<file path="config.mk">
export PLATFORM = sky130hd
export DESIGN_NAME = cpu_regfile
export DESIGN_NICKNAME = d
export VERILOG_FILES = /design/src/rtl/cpu_pkg.sv /design/src/rtl/cpu_idu.sv /design/src/rtl/cpu_regfile.sv
export SDC_FILE = /design/constraint.sdc
export NUM_CORES = 1
export LEC_CHECK = 0
export CORE_MARGIN = 8
export CORE_UTILIZATION = 55
export DETAILED_ROUTE_END_ITERATION = 8
export PLACE_DENSITY = 0.79
export SKIP_LAST_GASP = 1
export SLEW_MARGIN = 20
export SYNTH_ARGS = -nofsm -noshare
export SYNTH_HDL_FRONTEND = slang
export SYNTH_SLANG_ARGS = --single-unit
</file>
<file path="constraint.sdc">
create_clock -name clk -period 3.8 [get_ports clk]
set_input_delay 0.38 -clock clk [delete_from_list [all_inputs] [get_ports clk]]
set_output_delay 0.38 -clock clk [all_outputs]
set_load 0.03 [all_outputs]
</file>
<file path="src/rtl/cpu_pkg.sv">
// Shared SM83 core definitions: register encodings, pair encodings and CHNZ flag bit positions.
package cpu_pkg;

    typedef enum logic [2:0] {
        REG_B = 3'd0,
        REG_C = 3'd1,
        REG_D = 3'd2,
        REG_E = 3'd3,
        REG_H = 3'd4,
        REG_L = 3'd5,
        REG_F = 3'd6,
        REG_A = 3'd7
    } reg8_e;

    // RR_SP selects AF instead when the pair port's af qualifier is set
    typedef enum logic [1:0] {
        RR_BC = 2'd0,
        RR_DE = 2'd1,
        RR_HL = 2'd2,
        RR_SP = 2'd3
    } reg16_e;

    localparam int unsigned FLAG_C = 0;
    localparam int unsigned FLAG_H = 1;
    localparam int unsigned FLAG_N = 2;
    localparam int unsigned FLAG_Z = 3;

    // Byte slots backing a pair; pair 3 maps to A:F (only meaningful when AF is selected)
    function automatic logic [2:0] pair_hi(input logic [1:0] sel);
        return (sel == RR_SP) ? REG_A : {sel, 1'b0};
    endfunction

    function automatic logic [2:0] pair_lo(input logic [1:0] sel);
        return (sel == RR_SP) ? REG_F : {sel, 1'b1};
    endfunction

endpackage

</file>
<file path="src/rtl/cpu_idu.sv">
// 16-bit increment/decrement unit, modulo 2^16, no flags.
module cpu_idu (
    input  logic [15:0] value_i,
    input  logic        dec_i,
    output logic [15:0] result_o
);

    always_comb begin
        result_o = dec_i ? (value_i - 16'd1) : (value_i + 16'd1);
    end

endmodule

</file>
<file path="src/rtl/cpu_regfile.sv">
// SM83 architectural register file: 8-bit ALU ports, flag nibble, 16-bit pair port with IDU, and PC.
module cpu_regfile
    import cpu_pkg::*;
#(
    parameter logic [15:0] PC_RESET = 16'h0000,
    parameter logic [15:0] SP_RESET = 16'hFFFE
) (
    input  logic        clk,
    input  logic        reset_n,
    input  logic [2:0]  rd_a_sel,
    input  logic [2:0]  rd_b_sel,
    output logic [7:0]  rd_a,
    output logic [7:0]  rd_b,
    output logic [3:0]  flags,
    input  logic        wr_en,
    input  logic [2:0]  wr_sel,
    input  logic [7:0]  wr_data,
    input  logic        flag_wr_en,
    input  logic [3:0]  flag_in,
    input  logic [1:0]  rr_sel,
    input  logic        rr_af,
    output logic [15:0] rr_out,
    input  logic        rr_wr_en,
    input  logic [15:0] rr_wr_data,
    input  logic        idu_en,
    input  logic        idu_dec,
    output logic [15:0] pc,
    input  logic        pc_inc,
    input  logic        pc_wr_en,
    input  logic [15:0] pc_wr_data
);

    logic [7:0]  regs_q [8];
    logic [7:0]  regs_d [8];
    logic [15:0] sp_q, sp_d;
    logic [15:0] pc_q, pc_d;
    logic [15:0] idu_result;
    logic [15:0] pair_wdata;
    logic        pair_is_sp;
    logic        pair_wr;

    assign pair_is_sp = (rr_sel == RR_SP) && !rr_af;
    assign pair_wr    = rr_wr_en || idu_en;
    assign pair_wdata = rr_wr_en ? rr_wr_data : idu_result;

    assign rd_a   = regs_q[rd_a_sel];
    assign rd_b   = regs_q[rd_b_sel];
    assign flags  = regs_q[REG_F][7:4];
    assign rr_out = pair_is_sp ? sp_q : {regs_q[pair_hi(rr_sel)], regs_q[pair_lo(rr_sel)]};
    assign pc     = pc_q;

    cpu_idu u_idu (
        .value_i  (rr_out),
        .dec_i    (idu_dec),
        .result_o (idu_result)
    );

    // Writers applied lowest priority first so higher-priority strobes overwrite shared bytes
    always_comb begin
        regs_d = regs_q;
        sp_d   = sp_q;
        if (wr_en) begin
            regs_d[wr_sel] = wr_data;
        end
        if (flag_wr_en) begin
            regs_d[REG_F][7:4] = flag_in;
        end
        if (pair_wr) begin
            if (pair_is_sp) begin
                sp_d = pair_wdata;
            end else begin
                regs_d[pair_hi(rr_sel)] = pair_wdata[15:8];
                regs_d[pair_lo(rr_sel)] = pair_wdata[7:0];
            end
        end
        regs_d[REG_F][3:0] = '0;
    end

    always_comb begin
        pc_d = pc_q;
        if (pc_wr_en) begin
            pc_d = pc_wr_data;
        end else if (pc_inc) begin
            pc_d = pc_q + 16'd1;
        end
    end

    always_ff @(posedge clk or negedge reset_n) begin
        if (!reset_n) begin
            regs_q <= '{default: 8'h00};
            sp_q   <= SP_RESET;
            pc_q   <= PC_RESET;
        end else begin
            regs_q <= regs_d;
            sp_q   <= sp_d;
            pc_q   <= pc_d;
        end
    end

endmodule

</file>
### Yosys cells after proc, flatten, opt, wreduce, memory -nomap -nowiden

Cells that the tools add are included.

| storage, ports and cells | value |
|---|---|
| register bits | 92 |
| latch bits | 0 |
| memory bits (writable) | 0 |
| ROM bits | 0 |
| input port bits | 65 |
| output and inout bits | 52 |
| memories kept | 0 |

| operators by class | value |
|---|---|
| add/subtract/negate cells | 3 |
| multipliers | 0 |
| divide/modulo/power cells | 0 |
| $lt $le $gt $ge | 8 |
| eq/ne operators | 1 |
| shift-type cells | 0 |
| muxes and demuxes | 32 |
| bitwise operators | 5 |
| reductions and logical operators | 8 |

Operators with widths:

| kind | number |
|---|---|
| 64-bit bitwise mux | 3 |
| 64-bit 2-to-1 mux | 3 |
| 8-bit binary-select mux with 3-bit select | 4 |
| 8-bit 2-to-1 mux | 11 |
| 16-bit 2-to-1 mux | 5 |
| 8-bit demux with 3-bit select | 3 |
| 16-bit by 1-bit adder with 16-bit output (second input constant) | 2 |
| 4-bit greater-or-equal comparator (second input constant) | 5 |
| 3-bit inverter with 4-bit output | 5 |
| 16-bit by 1-bit subtractor with 16-bit output (second input constant) | 1 |
| 4-bit by 1-bit less-than comparator with 1-bit output (second input constant) | 3 |
| 3-bit 2-to-1 mux | 2 |
| 1-bit logical AND | 4 |
| 4-bit 2-to-1 mux | 1 |
| 2-bit == test (second input constant) | 1 |
| 2-bit AND reduction | 1 |
| 2-bit nonzero test | 1 |
| 1-bit logical NOT | 1 |
| 1-bit logical OR | 1 |

### Longest topological paths before layout

Gate-level depths: netlist (run 1).

| logic depth | value |
|---|---|
| depth in word-level cells | 14 |
| depth in mapped cells | 17 |
| gate-level depth less buffers | 14 |

### Hierarchy

A second synthesis (run 1) with hierarchy kept.

| unflattened totals | value |
|---|---|
| cell total of the unflattened synthesis | 662 |
| area, all modules | 6960.4 µm² |

Modules (own cells, without submodules):

| module | times used | cells each | area each (µm²) | seq. area each (µm²) |
|---|---|---|---|---|
| cpu_regfile | 1 | 561 | 6223.5 | 2321.0 |
| cpu_idu | 1 | 101 | 737.0 | 0.0 |

### Worst setup path after synthesis (run 1)

OpenSTA, ideal clock, no wires.

| timing | value |
|---|---|
| path type | input -> register |
| start point | in rr_sel[0] |
| end point | reg regs_q[45] in the netlist's numbering |
| setup time | 137 ps |
| arrival time | 3751 ps |
| slack | -88 ps |
| stages | 14 |
| cell sequence | buf_6 -> clkbuf_1 -> buf_2 -> clkbuf_1 -> o21ai_0 -> a22oi_1 -> ha_1 -> a21o_1 -> a31o_2 -> a21oi_4 -> o21ai_2 -> a32o_1 -> a211oi_2 -> mux2i_1 |

RTL lines:

| what | line | RTL |
|---|---|---|
| start: declaration | cpu_regfile.sv:20 | `input logic [1:0] rr_sel,` |
| end signal: assignment | cpu_regfile.sv:94 | `regs_q <= regs_d;` |
| end: declaration | cpu_regfile.sv:33 | `logic [7:0] regs_q [8];` |

==> impl_metrics.env, run 1 <==
export IMPL_power_density_mw_per_mm2=530
export IMPL_cpLargestDelayFamily="compound AO/OA/AOI/OAI gates"
export IMPL_synth_area_per_cell_um2=9.00
export IMPL_grtUsageTotal_pct=29.7
export IMPL_antennaDiodeCount=0
export IMPL_min_path_type="reg2reg"
export IMPL_rsz0062_at_grt="no"
export IMPL_cp_max_fo=9
export IMPL_synth_seq_cells=92
export IMPL_grt_pass1_vias=7023
export IMPL_antenna_found_initial=0
export IMPL_synth_area_leaders="dfrtp_1 (27%), mux4_2 (9.6%), nand2_1 (6.3%)"
export IMPL_vdd_drop_max_uv=332
export IMPL_crit_arrival_ps=3830
export IMPL_synth_flop_cell="dfrtp_1"
export IMPL_path_common_cell="a21o_1"
export IMPL_fp_dieH_um=129
export IMPL_io_buffers=116
export IMPL_wirelength_um=24200
export IMPL_critical_path_max_stage_delay_ps=530
export IMPL_p_total_mw=4.76
export IMPL_relSlewSlack_pct=28.3
export IMPL_finalSetupViolations=0
export IMPL_clk_path_buf_depth=2
export IMPL_syn_inst=779
export IMPL_avgViaCountPerCell=6.39
export IMPL_dp_hpwl_um=18700
export IMPL_drtAntennaViolNets=0
export IMPL_synth_seq_area_share_pct=33.1
export IMPL_synth_area_mm2=0.00701
export IMPL_grt_pass1_wl_um=38000
export IMPL_fillers=1006
export IMPL_cp_slowest_cell="mux4_2"
export IMPL_dr_pass1_iters=5
export IMPL_crit_chain="clkdlybuf4s50_1 > buf_4 > mux2_2 > mux4_2 > ha_1 > a21o_1 > a31o_2 > a21oi_1 > o211ai_1 > a21o_1 > nand3_1 > a31oi_1"
export IMPL_drv_cap=0
export IMPL_nets=999
export IMPL_grt_overflow_total=0
export IMPL_io_pins=117
export IMPL_ys_types=57
export IMPL_multi_input_area_mm2=0.00442
export IMPL_cts_tree="built"
export IMPL_p_seq_share_pct=32.4
export IMPL_area_growth_pct=28.2
export IMPL_dieArea_mm2=0.0166
export IMPL_path_clk_slew_ps=60
export IMPL_critPathBufInv=2
export IMPL_p_sw_share_pct=39.7
export IMPL_min_period_ps=3650
export IMPL_p_switching_mw=1.89
export IMPL_crit_type="in2reg"
export IMPL_pre_cts_ws_ps=-161
export IMPL_ys_warn_count=0
export IMPL_syn_num_nets=864
export IMPL_pwr_share_clk_pct=19.8
export IMPL_grt_max_degree=38
export IMPL_gp_congestion=0.977
export IMPL_fin_ws_ps=152
export IMPL_cp_required_ps=3990
export IMPL_num_vias=6970
export IMPL_worstSetupStartpointType="primary input"
export IMPL_drv_slew=0
export IMPL_synth_top_area_cell="dfrtp_1"
export IMPL_max_freq_mhz=274
export IMPL_coreArea_mm2=0.0125
export IMPL_register_area_mm2=0.00232
export IMPL_initial_core_util_pct=56.0
export IMPL_root_buffer="clkbuf_16"
export IMPL_post_route_period_util_pct=96.0
export IMPL_synth_top_area_share_pct=27.5
export IMPL_synth_edf_count=0
export IMPL_cts_sinks=92
export IMPL_fin_worst_skew_ps=10.4
export IMPL_p_comb_share_pct=47.9
export IMPL_p_leak_nw=3.76
export IMPL_h_tree_depth=3
export IMPL_drt_iter0_markers=527
export IMPL_status="completed"
export IMPL_die_w_um=129
export IMPL_ys_async_sr_fraction_pct=100
export IMPL_critPathCaptureType="flop"
export IMPL_wire_per_inst_um=22.2
export IMPL_tns_ps=0
export IMPL_drive_gt1_share_pct=19.0
export IMPL_insertion_delay_ps=350
export IMPL_drc=0
export IMPL_rows=41
export IMPL_finalHoldViolCount=0
export IMPL_internal_power_mw=2.87
export IMPL_cts_made_buffers=9
export IMPL_max_slew_worst_pin_slew_ps=1070
==> timing repair <==
item                      in CTS  in global routing
hold buffers                   1                  0
setup buffers                  0                  0
hold endpoints to repair      22                  0
resized for setup              0                  0
==> layout by cell type (no fill, tap or decap), types with 30 or more instances in the layout <==
cell type          n
clkdlybuf4s50_1  112
mux4_2            30
dfrtp_1           77
nor2_1            53
o21ai_0           81
buf_4             68
a21oi_1           52
mux2i_1           40
nand2_1          118
mux2_2            33
==> kinds of logic (layout without fill, tap and decap cells) <==
kind of cell    count (synthesis)  count (layout)  share of synthesized area [%]
simple gates                  247             247                           15.9
buf+inv                        71             211                           4.14
compound gates                220             220                           19.3
mux                           103             103                           20.6
fa+ha+maj                      20              20                           3.68
flops                          92              92                           33.1
xor+xnor                       26              26                           3.25
==> cells in the mapped netlist (all sizes together), types with 9 or more instances <==
| cell type | n |
|---|---|
| mux4 | 30 |
| xnor2 | 10 |
| nand2 | 118 |
| nor2b | 21 |
| a22oi | 18 |
| clkbuf | 47 |
| a31oi | 9 |
| buf | 13 |
| dfrtp | 77 |
| a211oi | 23 |
| xor2 | 16 |
| o21ai | 84 |
| a21oi | 53 |
| nand3 | 12 |
| mux2 | 33 |
| mux2i | 40 |
| dfstp | 15 |
| inv | 11 |
| nor2 | 53 |
| nand4 | 9 |
| ha | 19 |
| nor3 | 11 |
==> worst paths after layout <==
check | cells past startpoint | endpoint | slack [ps] | start
max | 12 | regs_q[7] | 150 | rr_af
min | 2 | sp_q[13] | 460 | sp_q[13]
max reg2reg | 12 | regs_q[7] | 460 | regs_q[58]
min reg2reg | 2 | sp_q[13] | 460 | sp_q[13]
max in group asynchronous | 3 | regs_q[1] | 2430 | reset_n
min in group asynchronous | 2 | regs_q[44] | 540 | reset_n
==> metrics by stage <==
step / hold slack (ps) / instances / area, um2 / util [%]
after floorplan: 84.4 / 779 / 7020 / -
after global placement: 338 / 1074 / 8670 / 69.3
after detailed placement: 342 / 1074 / 8670 / 69.3
after CTS: 465 / 1091 / 8990 / 71.8
after global routing: 473 / 1091 / 8990 / 71.8
final: 462 / 1091 / 8990 / 71.8
==> state kept, by name (all words and copies together) (netlist names) <==
register,cells
pc,16
sp_q,16
flags,4
regs_q,56
==> tightest hold or removal path, delay by kind of cell (launching register included) <==
kind            cells  cell delay, ps
compound gates      1              50
flops               1             370
simple gates        1              40
==> routing by layer <==
| layer | vias to the layer above | routed length [um] | global-route usage, % |
|---|---|---|---|
| li1 | 3125 | - | - |
| met5 | - | 0 | 0 |
| met1 | 3406 | 9250 | 34.7 |
| met2 | 369 | 12200 | 51.3 |
| met4 | 0 | 1040 | 14.6 |
| met3 | 70 | 1720 | 5.71 |
==> layout make-up <==
cell class              count  share of cell area [%]
flip-flops and latches     92                    25.8
repair buffers            184                    18.8
inverters                  11                   0.459
multi-input cells         616                    49.1
clock inverters             5                   0.752
clock buffers              11                    2.70
well taps                 172                    2.39
==> power by group through the flow <==
| stage | registers (mW) | logic (mW) | clock network [mW] |
|---|---|---|---|
| after floorplan | 1.46 | 1.41 | 0 |
| after global placement | 1.52 | 2.21 | 0 |
| after detailed placement | 1.54 | 2.25 | 0 |
| after CTS | 1.53 | 2.27 | 0.949 |
| after global routing | 1.56 | 2.45 | 0.994 |
| final | 1.54 | 2.28 | 0.942 |
Note: power is estimated with default switching activity, not from simulation.
==> inputs of run 2 (changes only) <==
--- a/config.mk
+++ b/config.mk
@@ -9,6 +9,7 @@
 export CORE_UTILIZATION = 55
 export DETAILED_ROUTE_END_ITERATION = 8
 export PLACE_DENSITY = 0.79
+export REMOVE_ABC_BUFFERS = 1
 export SKIP_LAST_GASP = 1
 export SLEW_MARGIN = 20
 export SYNTH_ARGS = -nofsm -noshare
==> run 2 against run 1 <==
Net effect: combinational power decreased by 3%; non-clock buffer count is 17 lower; wire length increased by 4.0%; flip-flop and latch count unchanged; clock skew about the same; sequential share of layout area is 0.38 points higher; power increased by 0.20%; setup slack got worse by 45 ps; clock power grew 9%; critical path depth down 1; first-iteration DRC count up 60%; via count is 0.37% higher; largest cell class unchanged; largest power group unchanged.
==> impl_metrics.env, run 2 (synthesized netlist as in run 1, its figures left out) <==
export IMPL_fin_worst_skew_ps=10.7
export IMPL_drc=0
export IMPL_fp_dieH_um=129
export IMPL_cp_slowest_cell="clkdlybuf4s50_1"
export IMPL_crit_chain="clkdlybuf4s50_1 > buf_4 > mux4_2 > fa_1 > a21o_1 > a21oi_1 > o211ai_1 > a311oi_2 > xnor2_1 > a211oi_1 > a21oi_1"
export IMPL_drt_iter0_markers=842
export IMPL_top_layer_used="met4"
export IMPL_max_freq_mhz=271
export IMPL_die_w_um=129
export IMPL_clk_path_buf_depth=2
export IMPL_root_buffer="clkbuf_16"
export IMPL_io_pins=117
export IMPL_cts_made_buffers=9
export IMPL_fin_area_mm2=0.00886
export IMPL_grtUsageTotal_pct=30.6
export IMPL_path_common_cell="a21oi_1"
export IMPL_pre_cts_ws_ps=-156
export IMPL_avgViaCountPerCell=6.51
export IMPL_met2RoutedLength_um=11400
export IMPL_wire_per_inst_um=23.5
export IMPL_grt_pass1_vias=6923
export IMPL_cts_tree="built"
export IMPL_cts_resized=0
export IMPL_power_density_mw_per_mm2=538
export IMPL_drive_gt1_share_pct=17.8
export IMPL_fin_ws_ps=108
export IMPL_max_slew_worst_pin_slew_ps=1110
export IMPL_drtAntennaViolNets=0
export IMPL_vdd_drop_max_uv=338
export IMPL_nets=982
export IMPL_p_leak_nw=3.70
export IMPL_antennaDiodeCount=0
export IMPL_grt_pass1_wl_um=38800
export IMPL_cts_setup_buffers=0
export IMPL_finalSetupViolations=0
export IMPL_wl_met3_um=3050
export IMPL_place_inst=1058
export IMPL_crit_type="in2reg"
export IMPL_coreArea_mm2=0.0125
export IMPL_gp_congestion=0.998
export IMPL_dpl_cell_area_mm2=0.00852
export IMPL_status="completed"
export IMPL_area_growth_pct=26.4
export IMPL_min_period_ps=3690
export IMPL_relSlewSlack_pct=25.8
export IMPL_h_tree_depth=3
export IMPL_finalHoldViolCount=0
export IMPL_drt_met1_wl_um=9840
export IMPL_ctsHoldBuffers=0
export IMPL_initial_core_util_pct=56.0
export IMPL_rsz0062_at_grt="no"
export IMPL_cp_required_ps=4020
export IMPL_insertion_delay_ps=360
export IMPL_cp_max_fo=14
export IMPL_drv_cap=0
export IMPL_dieArea_mm2=0.0166
export IMPL_cts_sinks=92
export IMPL_dp_hpwl_um=18500
export IMPL_critical_path_max_stage_delay_ps=690
export IMPL_largest_reg_flops=56
export IMPL_io_buffers=116
export IMPL_dr_pass1_iters=7
export IMPL_top_register="regs_q"
export IMPL_drv_slew=0
export IMPL_final_cell_mix="nand2_1 (118), clkdlybuf4s50_1 (110), o21ai_0 (81)"
export IMPL_critPathCaptureType="flop"
export IMPL_antenna_found_initial=0
export IMPL_grt_max_degree=79
export IMPL_path_clk_slew_ps=70
export IMPL_stdcell_count=1074
export IMPL_grt_overflow_total=0
export IMPL_worstSetupStartpointType="primary input"
export IMPL_crit_arrival_ps=3920
export IMPL_final_common_cell="nand2_1"
export IMPL_p_total_mw=4.77
export IMPL_wirelength_um=25200
export IMPL_tns_ps=0
export IMPL_min_path_type="in2async"
export IMPL_num_vias=6996
export IMPL_post_route_period_util_pct=97.2
export IMPL_rows=41
[run 2: final timing paths]
check / from / end / slack [ps] / depth (start not counted)
setup / recovery: rr_sel[1] / regs_q[60] / 110 / 11
hold / removal: reset_n / pc[1] / 50 / 1
setup reg to reg: sp_q[0] / regs_q[60] / 430 / 10
hold reg to reg: sp_q[3] / sp_q[3] / 460 / 2
max in group asynchronous: reset_n / sp_q[12] / 2930 / 2
min in group clk: sp_q[3] / sp_q[3] / 460 / 2
[run 2: cell type report]
class / count / area [um2]
Sequential cell: 92 / 2320
Fill cell: 1034 / 3660
Clock inverter: 7 / 106
Multi-Input combinational cell: 616 / 4420
Timing Repair Buffer: 167 / 1540
Inverter: 11 / 41.3
Clock buffer: 9 / 225
Tap cell: 172 / 215
[run 2: report_power, final]
part | total (mW) | switching (mW) | leakage [nW] | internal, mW
Clock | 1.03 | 0.437 | 0.163 | 0.589
Combinational | 2.21 | 1.20 | 2.47 | 1.01
Sequential | 1.53 | 0.272 | 1.06 | 1.26
[run 2: through the flow]
step | hold slack, ps | util [%]
detailed placement | 448 | 68.1
floorplan | 84.4 | -
finish | 53.2 | 70.8
global route | 116 | 70.8
global placement | 445 | 68.1
CTS | 237 | 70.7
[run 2: metal layers]
layer	vias up	GRT usage, %
li1	3095	-
met4	0	13.5
met1	3373	38.0
met2	455	47.4
met5	-	0
met3	73	10.5
[run 2: critical path: cells and delay by family]
family          cells  cell delay, ps
fa+ha+maj           1             480
mux                 1             360
buf+inv             2             970
xor+xnor            1             230
compound gates      6            1480
